## config.mk

```make
export PLATFORM = sky130hd
export DESIGN_NAME = riscv_controller
export DESIGN_NICKNAME = d
export VERILOG_FILES = /design/src/rtl/riscv_controller.sv
export SDC_FILE = /design/constraint.sdc
export NUM_CORES = 1
export LEC_CHECK = 0
export BUFFER_PORTS_ARGS = -buffer_cell sky130_fd_sc_hd__buf_4
export CAP_MARGIN = 5
export CORE_AREA = 2 2 39 41
export DETAILED_ROUTE_END_ITERATION = 10
export DIE_AREA = 0 0 41 43
export PLACE_DENSITY = 0.65
export SETUP_SLACK_MARGIN = 0.15
export SLEW_MARGIN = 10
export SYNTH_ARGS = -nofsm -noshare
export SYNTH_HDL_FRONTEND = slang
export SYNTH_SLANG_ARGS = --single-unit
```

## constraint.sdc

```tcl
create_clock -name vclk -period 1.6
set_clock_uncertainty 0.1 [all_clocks]
set_input_delay 0.08 -clock vclk [all_inputs]
set_output_delay 0.08 -clock vclk [all_outputs]
set_load 0.01 [all_outputs]
```

## src/rtl/riscv_controller.sv

```systemverilog
// Single-cycle RV32I control unit: combinational decode of Instr/Zero into datapath controls.
// Optional CTRL_ILLEGAL_DET_EN adds IllegalInstr decode and a sticky illegal flag (else both tied 0).
module riscv_controller (
  input  logic        clk,
  input  logic        rst,
  input  logic [31:0] Instr,
  input  logic        Zero,
  output logic        RegWrite,
  output logic        MemWrite,
  output logic [1:0]  ImmSrc,
  output logic        ALUSrc,
  output logic [2:0]  ALUControl,
  output logic [1:0]  ResultSrc,
  output logic        PcSrc,
  output logic        IllegalInstr,
  output logic        IllegalSticky
);

  logic [6:0] opcode;
  logic [2:0] funct3;
  logic       funct7b5;

  assign opcode   = Instr[6:0];
  assign funct3   = Instr[14:12];
  assign funct7b5 = Instr[30];

  logic       reg_write, mem_write, alu_src, branch, jump, opc_ill;
  logic [1:0] imm_src, result_src, alu_op;

  always_comb begin
    reg_write  = 1'b0;
    imm_src    = 2'b00;
    alu_src    = 1'b0;
    mem_write  = 1'b0;
    result_src = 2'b00;
    branch     = 1'b0;
    alu_op     = 2'b00;
    jump       = 1'b0;
    opc_ill    = 1'b0;
    case (opcode)
      7'b0000011: begin reg_write = 1'b1; alu_src = 1'b1; result_src = 2'b01; end
      7'b0100011: begin imm_src = 2'b01; alu_src = 1'b1; mem_write = 1'b1; end
      7'b0110011: begin reg_write = 1'b1; alu_op = 2'b10; end
      7'b1100011: begin imm_src = 2'b10; branch = 1'b1; alu_op = 2'b01; end
      7'b0010011: begin reg_write = 1'b1; alu_src = 1'b1; alu_op = 2'b10; end
      7'b1101111: begin reg_write = 1'b1; imm_src = 2'b11; result_src = 2'b10; jump = 1'b1; end
      default:    opc_ill = 1'b1;
    endcase
  end

  logic [2:0] alu_ctrl;
  logic       f3_ill;
  logic       is_rtype;

  assign is_rtype = (opcode == 7'b0110011);

  // Only R-type uses bit 30 to select sub; addi and shifts ignore it.
  always_comb begin
    alu_ctrl = 3'b000;
    f3_ill   = 1'b0;
    case (alu_op)
      2'b01: alu_ctrl = 3'b001;
      2'b10: begin
        case (funct3)
          3'b000:  alu_ctrl = (is_rtype && funct7b5) ? 3'b001 : 3'b000;
          3'b010:  alu_ctrl = 3'b101;
          3'b001:  alu_ctrl = 3'b110;
          3'b101:  alu_ctrl = 3'b111;
          3'b111:  alu_ctrl = 3'b010;
          3'b110:  alu_ctrl = 3'b011;
          3'b100:  alu_ctrl = 3'b100;
          default: f3_ill   = 1'b1;
        endcase
      end
      default: alu_ctrl = 3'b000;
    endcase
  end

  logic br_cond, br_ill;

  always_comb begin
    br_cond = 1'b0;
    br_ill  = 1'b0;
    if (branch) begin
      case (funct3)
        3'b000:  br_cond = Zero;
        3'b001:  br_cond = ~Zero;
        default: br_ill  = 1'b1;
      endcase
    end
  end

  logic illegal_dec;
  assign illegal_dec = opc_ill | f3_ill | br_ill;

  // Architectural side effects are suppressed while reset is held.
  assign RegWrite   = reg_write & ~rst;
  assign MemWrite   = mem_write & ~rst;
  assign PcSrc      = (jump | (branch & br_cond)) & ~rst;
  assign ImmSrc     = imm_src;
  assign ALUSrc     = alu_src;
  assign ALUControl = alu_ctrl;
  assign ResultSrc  = result_src;

`ifdef CTRL_ILLEGAL_DET_EN
  logic illegal_sticky_q, illegal_sticky_d;

  always_comb begin
    illegal_sticky_d = illegal_sticky_q;
    if (illegal_dec) illegal_sticky_d = 1'b1;
  end

  always_ff @(posedge clk) begin
    if (rst) illegal_sticky_q <= 1'b0;
    else     illegal_sticky_q <= illegal_sticky_d;
  end

  assign IllegalInstr  = illegal_dec;
  assign IllegalSticky = illegal_sticky_q;
`else
  logic unused_clk, unused_illegal;
  assign unused_clk     = clk;
  assign unused_illegal = illegal_dec;
  assign IllegalInstr   = 1'b0;
  assign IllegalSticky  = 1'b0;
`endif

endmodule

```

==> results of run 1 <==
Yosys cell counts:
cell type,instances,share of area
nand2b_1,1,0.022
nor3_1,4,0.070
conb_1,1,0.013
nand3_1,3,0.053
a21oi_1,4,0.070
or2_2,1,0.022
a221oi_1,1,0.031
nor2b_1,2,0.044
ha_1,2,0.088
and2_1,1,0.022
xnor2_1,1,0.031
and2_2,1,0.026
or3_1,1,0.022
or4_1,1,0.026
nand2_1,2,0.026
mux2i_1,1,0.035
or2_4,1,0.031
inv_1,4,0.053
nor2_1,1,0.013
a211oi_2,1,0.044
and4b_1,1,0.035
and3_1,2,0.044
o21ai_0,2,0.035
buf_4,2,0.053
nor3b_1,2,0.053
nand4_1,1,0.022
clkbuf_1,1,0.013
cell families (layout without fill, tap and decap cells):
group / count (synthesis) / in the layout / synth area share
AND/OR/NAND/NOR: 25 / 25 / 0.533
AO/OA/AOI/OAI: 8 / 8 / 0.181
adder cells (fa/ha/maj): 2 / 2 / 0.0881
buffers and inverters: 7 / 34 / 0.119
other: 1 / 2 / 0.0132
XOR/XNOR: 1 / 1 / 0.0308
multiplexers: 1 / 1 / 0.0352
how the worst max path moves through the flow:
stage	from	endpoint	slack, ns	cells after the start
2_1_floorplan	Instr[3]	ALUControl[0]	0.18	5
3_3_place_gp	Instr[4]	ALUControl[0]	0.04	7
3_5_place_dp	Instr[4]	ALUControl[0]	0.05	7
4_1_cts	Instr[4]	ALUControl[0]	0.14	9
5_1_grt	Instr[2]	PcSrc	0.13	5
6_report	Instr[2]	PcSrc	0.16	5
power by group through the flow:
stage               registers (mW)  logic, mW  clock network (mW)
global route                     0      0.101                   0
finish                           0     0.0928                   0
global placement                 0     0.0781                   0
floorplan                        0     0.0335                   0
CTS                              0     0.0897                   0
detailed placement               0     0.0792                   0
cell type report:
| class | count | area [µm²] | share of cell area |
|---|---|---|---|
| multi-input combinational | 39 | 325 | 0.545 |
| inverter | 4 | 15.0 | 0.0252 |
| tap | 16 | 20.0 | 0.0335 |
| timing repair buffer | 30 | 236 | 0.396 |
metal layers:
| layer | up-vias | part of all wire | global-route usage |
|---|---|---|---|
| li1 | 212 | - | - |
| met2 | 18 | 0.48 | 0.209 |
| met5 | - | 0 | 0 |
| met3 | 0 | 0.086 | 0 |
| met4 | 0 | 0 | 0 |
| met1 | 170 | 0.43 | 0.149 |
placed cells by master, fill, tap and decap left out:
master    count
nand2_1       2
buf_8         1
xnor2_1       1
nor3_4        1
and3_1        1
and4b_1       1
nand3_2       1
a211oi_2      1
ha_2          1
nand3_1       2
a21oi_1       4
and3_4        1
nor2b_4       1
nor2b_1       1
o21ai_1       1
or4_4         1
a221oi_2      1
nand2b_1      1
nand4_1       1
and2_4        1
or2_4         2
and2_2        1
nor3b_2       1
nor3_2        1
inv_1         4
nor2_2        1
conb_1        2
buf_4        28
nor3_1        2
buf_6         1
nor3b_1       1
o21ai_0       1
ha_4          1
mux2i_1       1
or3_1         1
stage by stage:
stage / area [µm²] / std cells
6_report: 597 / 89
5_1_grt: 597 / 89
4_1_cts: 587 / 89
3_5_place_dp: 543 / 89
3_3_place_gp: 543 / 89
2_1_floorplan: 318 / 46
timing repair:
action,in CTS,in global routing
pin swaps,5,6
gates resized for setup,11,4
endpoints found under the setup margin,3,3
endpoints found under the hold margin,0,0
==> out/qor.csv, run 1 <==
stage,metric,value,unit
outcome,status,finished clean,
die,initial core utilization,0.205,
die,I/O pins,48,
worst_setup_path,Critical-path top delay cell,or4_4,
sta,Hold WS,0.333,ns
die,Core Area,1380,µm²
placement,hpwl dp,695,µm
drt,DR vias/cell,4.49,
power,sequential power share,0,
worst_setup_path,Worst Path Buf+Inv,2,
sta,ratio of final minimum period to clock period,0.901,
synthesis,"Seq/Total Area, Yosys",0,
final_layout,FF/Latch Area,0,µm²
final_layout,fin nets,112,
synthesis,Ys Warns,0,
sta,RSZ-0062 raised after global routing,true,
min_path,Hold EP,PcSrc,
synthesis,Yosys cell types,27,
worst_setup_path,worst setup path class,input port to primary output,
worst_setup_path,Crit. End Element,primary output,
worst_setup_path,required time worst endpoint,1.42,ns
worst_setup_path,critical path's top delay family,simple AND/OR/NAND/NOR gates,
placement,RePlAce Congestion,0.750,
clocking,Setup Buffers After CTS,0,
sta,Tmin final,1.44,ns
drt,Antenna Violating Nets Remaining,0,
power,"IR drop worst, VDD",0.0000734,V
min_path,hold path cells,3,
final_layout,Filler Cell Count,147,
global_routing,first-pass GRT wire length,1480,µm
clocking,# hold bufs at CTS,0,
sta,Fin. Hold Viols,0,
final_layout,n_diodes,0,
global_routing,vias in the first global route,370,
sta,highest clock rate,694,MHz
power,switching share of power,0.439,
sta,Setup TNS,0,ns
power,clock share of power,0,
die,row count,14,
min_path,hold crit path type,input port to primary output,
drt,Pre-Repair DR Iteration Count,1,
worst_setup_path,Worst EP arrival,1.26,ns
drt,Post-Route WL,897,µm
power,static leakage,0.266,nW
min_path,hold path start,rst,
placement,IO Port Bufs,24,
final_layout,clock buf count,0,
drt,drt wl/cell,10.1,µm
drt,via count,400,
synthesis,Mapped Cells,45,
drt,Post-route DRC,0,
final_layout,Layout area overhead,110,%
worst_setup_path,worst path cell trace,buf_8 -> or2_4 -> or4_4 -> a211oi_2 -> buf_4,
global_routing,total track usage,0.114,
global_routing,grt ovf,0,
die,Total Die Area,1760,µm²
synthesis,Mapped Area,284,µm²
power,Total Power,92.8,µW
power,cell-internal power,52.0,µW
drt,Iter 0 DRT Violations,0,
final_layout,final core utilization,0.431,
global_routing,largest net degree at the start of global routing,7,
flow_run,Max-Cap Viols,0,
power,Comb pwr share,1.000,
worst_setup_path,max incr delay on CP,0.48,ns
power,PwrDens,156,nW/µm²
sta,endpoints failing setup,0,
final_layout,seq_cells,0,
power,net switching power,40.8,µW
placement,Place WS,0.0455,ns
die,die height,43,µm
worst_setup_path,Worst Setup Start Kind,input port,
final_layout,layout cells sized above 1,0.630,
worst_setup_path,crit-path max FO,4,
sta,setup ws final,0.158,ns
sta,Max Slew Vio Count,0,
die,die width,41,µm
synthesis,syn_area_per_cell,6.31,µm²
global_routing,initial antenna violation count,0,
(Power assumes the default switching activity.)
==> inputs of run 2 (changes only) <==
GPL_TIMING_DRIVEN = 0   (was not set)
==> run 2 against run 1 <==
  * Die area unchanged
  * Critical path depth increased by 3
  * Worst setup slack worse by 0.026 ns
  * Final area is 8.4% higher
  * Maximum frequency decreased by 1.8%
  * Sequential share of layout area unchanged
  * Routed wire length grew 2.9%
  * Combinational power rose by 8%
  * Hold slack got worse by 0.016 ns
==> out/qor.csv, run 2 (synthesized netlist as in run 1, its figures left out) <==
stage,metric,value,unit,change
final_layout,FF/Latch Area,0,µm²,unchanged
drt,Antenna Violating Nets Remaining,0,,unchanged
sta,endpoints failing setup,0,,unchanged
drt,Post-route DRC,0,,unchanged
power,PwrDens,155,nW/µm²,-0.29%
die,I/O pins,48,,unchanged
global_routing,first-pass GRT wire length,1730,µm,+17%
placement,hpwl dp,639,µm,-8.0%
worst_setup_path,worst path cell trace,buf_6 -> and2_4 -> buf_8 -> nand3_4 -> or2_4 -> ha_4 -> a221oi_2 -> buf_4,,
sta,Fin. Hold Viols,0,,unchanged
die,die width,41,µm,unchanged
worst_setup_path,Worst Setup Start Kind,input port,,
clocking,# hold bufs at CTS,0,,unchanged
min_path,hold path start,Instr[5],,
sta,Setup TNS,0,ns,unchanged
worst_setup_path,crit path launch,Instr[0],,
worst_setup_path,Critical-path top delay cell,or2_4,,
worst_setup_path,required time worst endpoint,1.42,ns,about the same
final_layout,seq_cells,0,,unchanged
drt,Iter 0 DRT Violations,3,,+3
worst_setup_path,Worst Path Buf+Inv,3,,+1
drt,via count,418,,+4.5%
die,die height,43,µm,unchanged
die,initial core utilization,0.205,,unchanged
placement,RePlAce Congestion,0.660,,-12%
final_layout,"commonest non-fill, non-tap cells in the layout","27 x buf_4, 5 x buf_6, 4 x a21oi_1",,
placement,IO Port Bufs,24,,unchanged
sta,Max Slew Vio Count,0,,unchanged
worst_setup_path,worst setup path class,input port to primary output,,
drt,Pre-Repair DR Iteration Count,2,,+1
final_layout,n_diodes,0,,unchanged
sta,Hold WS,0.317,ns,-0.0163 ns
worst_setup_path,critical path's top delay family,simple AND/OR/NAND/NOR gates,,
outcome,status,finished clean,,
min_path,hold crit path type,input port to primary output,,
final_layout,"most common cell after layout, fill and taps aside",buf_4,,
global_routing,largest net degree at the start of global routing,7,,unchanged
die,Core Area,1380,µm²,unchanged
sta,ratio of final minimum period to clock period,0.917,,+0.0162
power,static leakage,0.287,nW,+7.9%
final_layout,Layout area overhead,128,%,
worst_setup_path,max incr delay on CP,0.26,ns,-0.22 ns
flow_run,Max-Cap Viols,0,,unchanged
sta,highest clock rate,681,MHz,-1.8%
final_layout,clock buf count,0,,unchanged
global_routing,total track usage,0.129,,+0.0149
die,row count,14,,unchanged
drt,DR vias/cell,4.54,,+1.1%
worst_setup_path,Crit. End Element,primary output,,
final_layout,fin nets,115,,+2.7%
sta,RSZ-0062 raised after global routing,true,,
final_layout,layout cells sized above 1,0.645,,+0.0146
die,Total Die Area,1760,µm²,unchanged
global_routing,grt ovf,0,,unchanged
sta,Tmin final,1.47,ns,+0.0260 ns
drt,Post-Route WL,923,µm,+2.9%
global_routing,vias in the first global route,429,,+16%
final_layout,Filler Cell Count,150,,+2.0%
worst_setup_path,Worst EP arrival,1.29,ns,+0.03 ns
power,"IR drop worst, VDD",0.0000713,V,-2.9%
drt,drt wl/cell,10.0,µm,-0.46%
global_routing,initial antenna violation count,0,,unchanged
worst_setup_path,crit-path max FO,4,,unchanged
run 2: repair_timing:
item / in CTS / in global routing
resized for setup: 17 / 5
pin swaps: 4 / 4
buffers inserted: 3 / 3
endpoints found under the setup margin: 4 / 3
run 2: worst paths after layout:
kind	endpoint	slack, ns	cells after the start
worst max-delay path	ALUControl[0]	0.13	8
worst min-delay path	ResultSrc[0]	0.32	3
run 2: power breakdown:
group / switching (mW) / internal (mW) / total [mW]
clock network: 0 / 0 / 0
logic: 0.0425 / 0.0578 / 0.100
registers: 0 / 0 / 0
total: 0.0425 / 0.0578 / 0.100
run 2: tightest hold or removal path, cell delays in order:
cell and delay [ns]:
buf_6 0.08, nor3_1 0.04, buf_4 0.13
run 2: cell type report:
| class | instances | area, µm² | area share |
|---|---|---|---|
| buffer | 3 | 30.0 | 0.0464 |
| inverter | 4 | 15.0 | 0.0232 |
| multi-input combinational | 39 | 338 | 0.522 |
| tap | 16 | 20.0 | 0.0309 |
| timing repair buffer | 30 | 244 | 0.377 |
run 2: stage by stage:
| stage | power (mW) | cells | instance area, µm² | util | worst slack (ns) |
|---|---|---|---|---|---|
| finish | 0.100 | 92 | 647 | 0.467 | 0.132 |
| CTS | 0.0931 | 89 | 609 | 0.440 | 0.134 |
| floorplan | 0.0335 | 46 | 318 | - | 0.177 |
| global route | 0.110 | 92 | 647 | 0.467 | 0.0832 |
| global placement | 0.0737 | 86 | 518 | 0.374 | -0.183 |
| detailed placement | 0.0743 | 86 | 518 | 0.374 | -0.186 |
run 2: metal layers:
metal,part of all wire,GRT usage
met1,0.39,0.158
met2,0.50,0.241
met3,0.083,0.0105
met4,0.016,0
met5,0,0
